<file path="src/rtl/puf_tx_serializer.sv">
// puf_tx_serializer: shifts one PUF response frame (normal or debug length) out LSB-first
// over a valid/ready serial link and pulses o_frame_done after the final bit.
`default_nettype none

module puf_tx_serializer #(
  parameter int NORM_MOD  = 34,
  parameter int DEBUG_MOD = 133,
  parameter int CNT_W     = $clog2(DEBUG_MOD + 1)
) (
  input  logic                 clk,
  input  logic                 rst_n,
  input  logic                 i_frame_valid,
  output logic                 o_frame_ready,
  input  logic                 i_frame_mode,
  input  logic [DEBUG_MOD-1:0] i_frame_data,
  input  logic                 i_flush,
  input  logic                 i_tx_ready,
  output logic                 o_tx_data,
  output logic                 o_tx_valid,
  output logic                 o_busy,
  output logic                 o_frame_done
);

  typedef enum logic [0:0] {
    IDLE  = 1'b0,
    SHIFT = 1'b1
  } state_t;

  // Keeps only the low NORM_MOD payload bits of a normal-mode frame.
  localparam logic [DEBUG_MOD-1:0] NORM_MASK  = (DEBUG_MOD'(1) << NORM_MOD) - DEBUG_MOD'(1);
  localparam logic [CNT_W-1:0]     NORM_LEN   = CNT_W'(NORM_MOD);
  localparam logic [CNT_W-1:0]     DEBUG_LEN  = CNT_W'(DEBUG_MOD);
  localparam logic [CNT_W-1:0]     CNT_ONE    = CNT_W'(1);

  state_t               state, state_nxt;
  logic [DEBUG_MOD-1:0] shift_reg, shift_nxt;
  logic [CNT_W-1:0]     cnt, cnt_nxt;
  logic                 done, done_nxt;

  always_ff @(posedge clk or negedge rst_n) begin
    if (!rst_n) begin
      state     <= IDLE;
      shift_reg <= '0;
      cnt       <= '0;
      done      <= 1'b0;
    end else begin
      state     <= state_nxt;
      shift_reg <= shift_nxt;
      cnt       <= cnt_nxt;
      done      <= done_nxt;
    end
  end

  always_comb begin
    state_nxt = state;
    shift_nxt = shift_reg;
    cnt_nxt   = cnt;
    done_nxt  = 1'b0;
    case (state)
      IDLE: begin
        // Flush wins over a simultaneous accept.
        if (i_flush) begin
          cnt_nxt = '0;
        end else if (i_frame_valid) begin
          shift_nxt = i_frame_mode ? i_frame_data : (i_frame_data & NORM_MASK);
          cnt_nxt   = i_frame_mode ? DEBUG_LEN : NORM_LEN;
          state_nxt = SHIFT;
        end
      end
      SHIFT: begin
        if (i_flush) begin
          state_nxt = IDLE;
          shift_nxt = '0;
          cnt_nxt   = '0;
        end else if (i_tx_ready && (cnt != '0)) begin
          shift_nxt = shift_reg >> 1;
          cnt_nxt   = cnt - CNT_ONE;
          if (cnt == CNT_ONE) begin
            state_nxt = IDLE;
            done_nxt  = 1'b1;
          end
        end
      end
      default: begin
        state_nxt = IDLE;
        shift_nxt = '0;
        cnt_nxt   = '0;
      end
    endcase
  end

  assign o_tx_valid    = (state == SHIFT);
  assign o_tx_data     = (state == SHIFT) & shift_reg[0];
  assign o_busy        = (state == SHIFT);
  assign o_frame_ready = (state == IDLE);
  assign o_frame_done  = done;

endmodule

`default_nettype wire

</file>
<file path="config.mk">
export PLATFORM = sky130hd
export DESIGN_NAME = puf_tx_serializer
export DESIGN_NICKNAME = d
export VERILOG_FILES = /design/src/rtl/puf_tx_serializer.sv
export SDC_FILE = /design/constraint.sdc
export NUM_CORES = 1
export LEC_CHECK = 0
export CAP_MARGIN = 40
export CORE_UTILIZATION = 52
export DETAILED_ROUTE_END_ITERATION = 16
export PLACE_DENSITY = 0.81
export REMOVE_ABC_BUFFERS = 1
export SETUP_SLACK_MARGIN = 0.05
export SYNTH_ARGS = -nofsm -noshare
export SYNTH_HDL_FRONTEND = slang
export SYNTH_SLANG_ARGS = --single-unit
</file>
<file path="constraint.sdc">
create_clock -name clk -period 2.63 [get_ports clk]
set_clock_uncertainty 0.2 [all_clocks]
set_input_delay 0.526 -clock clk [delete_from_list [all_inputs] [get_ports clk]]
set_output_delay 0.526 -clock clk [all_outputs]
set_load 0.005 [all_outputs]
</file>
# Word level (Yosys, flattened, before mapping)
# Cells that the tools add are included.
# word_totals
ff_bits,143
wordCells,38
mem_bits_ro,0
latchBits,0
mem_bits_rw,0
output_inout_bits,5
input_bits,139
memories,0
# op_classes
n_reduce_logical,4
order_cmp,0
n_addsub,1
n_mux,22
shifts,0
div_mod_pow,0
bitwise,2
mul,0
eq_ne,5
# op_table
operator,n
133-bit 2-to-1 mux,5
133-bit one-hot mux with 2 select lines,1
8-bit 2-to-1 mux,5
8-bit one-hot mux with 2 select lines,1
1-bit 2-to-1 mux,9
"8-bit by 1-bit equality test with 1-bit output, second input constant",1
8-bit nonzero test,1
"8-bit by 1-bit subtractor with 8-bit output, second input constant",1
"3-bit by 2-bit != test with 1-bit output, second input constant",2
"2-bit != test, second input constant",2
3-bit AND reduction,1
1-bit one-hot mux with 2 select lines,1
2-bit AND reduction,1
1-bit bitwise AND,1
1-bit logical AND,1
1-bit inverter,1

# Longest topological paths before layout
# logic_depth
ltp_word,5
mapped_depth,7
ltp_nobuf,5

# Worst setup path before layout
# Ideal clock, no wire load.
# synth_timing
kind,input port to flip-flop
from,in i_flush
to,reg shift_reg[46]
cell_stages,6
path_slack_ns,0.697
arrival_time_ns,1.670
t_required_ns,2.366
path_cell_list,buf_2 nor2_1 clkbuf_1 buf_2 a22o_1 mux2_4
# synth_via
elab_chain_len,2
elab_cells_between_ends,5
classes_between,2 x eq/ne; 2 x mux; 1 x reduce/logical
# synth_rtl
item,line,text
start: declaration,16,"input logic i_flush,"
"3-bit by 2-bit != test with 1-bit output (no source line), or another cell as far along",-,
3-bit AND reduction (no source line) or 133-bit one-hot mux with 2 select lines (tied branches),-,
end signal: assignment,48,shift_reg <= shift_nxt;
end: declaration,36,"logic [DEBUG_MOD-1:0] shift_reg, shift_nxt;"
# Parallel ways exist; a longest one is shown, timed or not.
# A chain may end at the register's enable or synchronous reset.

# Worst setup path after layout
# layout_timing
from,reg state (netlist: o_busy)
to,out o_frame_ready
# layout_via
elab_chain_len,1
# layout_rtl
item,line,text
start: declaration,35,"state_t state, state_nxt;"
start signal: assignment,47,state <= state_nxt;
1-bit inverter,-,
end: declaration,13,"output logic o_frame_ready,"
# Every way passes these cells.

==> reports/results.ini <==
[outcome]
outcome = completed

[critical_path]
cp-end-kind = primary output
path_cells = inv_2 > clkdlybuf4s50_1
crit_buf_inv = 2
crit_arrival_ps = 1640
cp_slowest_cell = clkdlybuf4s50_1
cpPeakStageDelay_ps = 530
r2r-end = shift_reg[20]$_DFFE_PN0P_
cp-start-kind = register
critPathKind = reg -> out
rr_startpoint = cnt[3]$_DFFE_PN0P_
r2r_cells = 5
cp_data_required_time_ps = 1900
cpLargestDelayFamily = buffers and inverters
crit_fanout = 14
ff2ff_setup_slack_ps = 370

[route]
drt-vias-per-instance = 5.883
wl_per_cell_um = 19.19
first_pass_iters = 4
routed_wl_mm = 16.21
drt_iter0_markers = 397
route.detailed.drc = 0
vias = 4971
drtAntennaViolNets = 0

[logic_synthesis]
synth_ff_type = dfrtp_1
yosysTopAreaCellShare_pct = 50.06
synth.area.top_cells = dfrtp_1, a22o_1, mux2_4, mux2_2, buf_6
seq_area_frac_synth_pct = 50.06
ys_async_sr_fraction_pct = 100.0
synth_warnings = 0
synth_edf_count = 0
ys_types = 36
yosysTopAreaCell = dfrtp_1
synth_seq_cells = 143
synth_area_per_cell_um2 = 13.75
synth_commonest_cells = dfrtp_1, a22o_1, mux2_4
syn-cell-area_mm2 = 0.007148
yosysMostFrequentCell = dfrtp_1
synthCells = 520

[worst_hold_path]
min_to = shift_reg[80]$_DFFE_PN0P_
worstHoldPathCells = 1
hp-class = reg -> reg
min_from = shift_reg[80]$_DFFE_PN0P_

[pwr]
total_power_mw = 6.792
ir_worst_vdd_uv = 472.0
p_leak_nw = 4.316
powerDensity_mw_per_mm2 = 725.0

[sta]
drv_slew = 0
hold_slack_ps = 307.3
rsz0062_at_grt = no
fmaxAchievable_mhz = 422.4
setup_viol = 0
hold_viol_final = 0
fin_crit_sh_pct = 90.01
slew_headroom_pct = 64.12
worst_pin_slew_ps = 538.2
fin_crit_ps = 2367

[clocking]
clk_pin_slew_ps = 60
cts_inserted_buffers = 17
clk_latency_ps = 430
htreeDepth = 4
clk_path_buf_depth = 2
cts.sinks = 143
cts_tree = done
root_buffer = clkbuf_16

[cells_and_area]
stdcell_count = 845
area_growth_pct = 31.07
antenna_cells = 0
drive_gt1_share_pct = 28.55
largest_reg_flops = 133
fillers = 908
layout.nets = 798

[die]
io_pins = 144
initial_core_util_pct = 53.55
die_area_mm2 = 0.01422
rows = 42
design.core.area_mm2 = 0.01335
die_w_um = 119.2
die-height_um = 119.2

[flow_run]
max_cap_violations = 0

[grt]
grt_usage_pct = 24.03
grt_pass1_vias = 5174
gr-total-overflow = 0
grt_max_degree = 112
grt_pass1_wl_mm = 26.45
antenna_found_initial = 0

[placement]
hpwl_mm = 10.36
io_buffers = 143
dp_cells = 812
gp_congestion = 0.8243

## cell type report
type                       instances  area, um2  area share (%)
sequential                       143       3580           38.21
multi-input combinational        325       3312           35.35
timing repair buffer             163       1685           17.99
clock buffer                      17      425.4           4.541
tap                              176      220.2           2.350
clock inverter                    15      123.9           1.322
inverter                           6      22.52          0.2404
## power breakdown
group / internal, mW / switching [mW]
Clock: 1.29 / 0.953
Sequential: 2.68 / 0.294
Combinational: 1.00 / 0.574
## cell families (layout without fill, tap and decap cells)
logic type | Yosys count | after routing | share of synthesized area [%]
AO/OA/AOI/OAI | 152 | 152 | 18.08
AND/OR/NAND/NOR | 37 | 37 | 2.853
flip-flops | 143 | 143 | 50.06
buffers and inverters | 52 | 201 | 3.921
multiplexers | 133 | 133 | 24.56
adder cells (fa/ha/maj) | 3 | 3 | 0.5252
## per-layer routing
layer | wire, um | track usage, % | up-vias | share of wire [%]
li1 | - | - | 2267 | -
met1 | 7371 | 32.40 | 2523 | 45
met2 | 7515 | 37.06 | 163 | 46
met3 | 1094 | 6.849 | 18 | 6.7
met4 | 231 | 8.307 | 0 | 1.4
met5 | 0 | 0 | - | 0
## stage by stage
stage                     TNS [ps]  setup WS [ps]  instance area [um2]  util (%)
final                            0          262.7                 9369     70.19
after CTS                        0          110.2                 9368     70.18
after floorplan            -447750          -3321                 6890         -
after global placement           0          69.21                 8808     65.99
after detailed placement         0          30.00                 8808     65.99
after global routing             0          208.7                 9369     70.19
## cells in the final DEF (no fill, tap or decap), drive strengths merged, types with 3 or more instances in the layout
cell           netlist  layout
nand2b               3       3
clkinvlp             0       5
nand3                3       3
buf                 30      20
o211ai               3       3
clkbuf              16      17
nor2                 7       7
mux2               132     132
clkdlybuf4s50        0     142
dfrtp              143     143
clkinv               0       9
inv                  6       6
nand2               11      11
a22o               131     131
or4                  3       3
ha                   3       3
a21oi                7       7
## how the worst max path moves through the flow
stage	slack, ps	cells past startpoint	startpoint	to
2_1_floorplan	-3320	4	o_busy$_DFF_PN0_	shift_reg[34]$_DFFE_PN0P_
4_1_cts	110	2	o_busy$_DFF_PN0_	o_tx_data
6_report	260	2	o_busy$_DFF_PN0_	o_frame_ready
3_5_place_dp	30	6	i_tx_ready	shift_reg[20]$_DFFE_PN0P_
3_3_place_gp	70	6	i_tx_ready	shift_reg[23]$_DFFE_PN0P_
5_1_grt	210	2	o_busy$_DFF_PN0_	o_tx_data
## what timing repair did
item / in CTS / in global routing
hold buffers: 1 / 0
hold endpoints to repair: 51 / 0
resized for setup: 0 / 1
setup buffers: 0 / 0
endpoints found under the setup margin: 0 / 1
No activity file was read; power rests on OpenSTA's default activity.
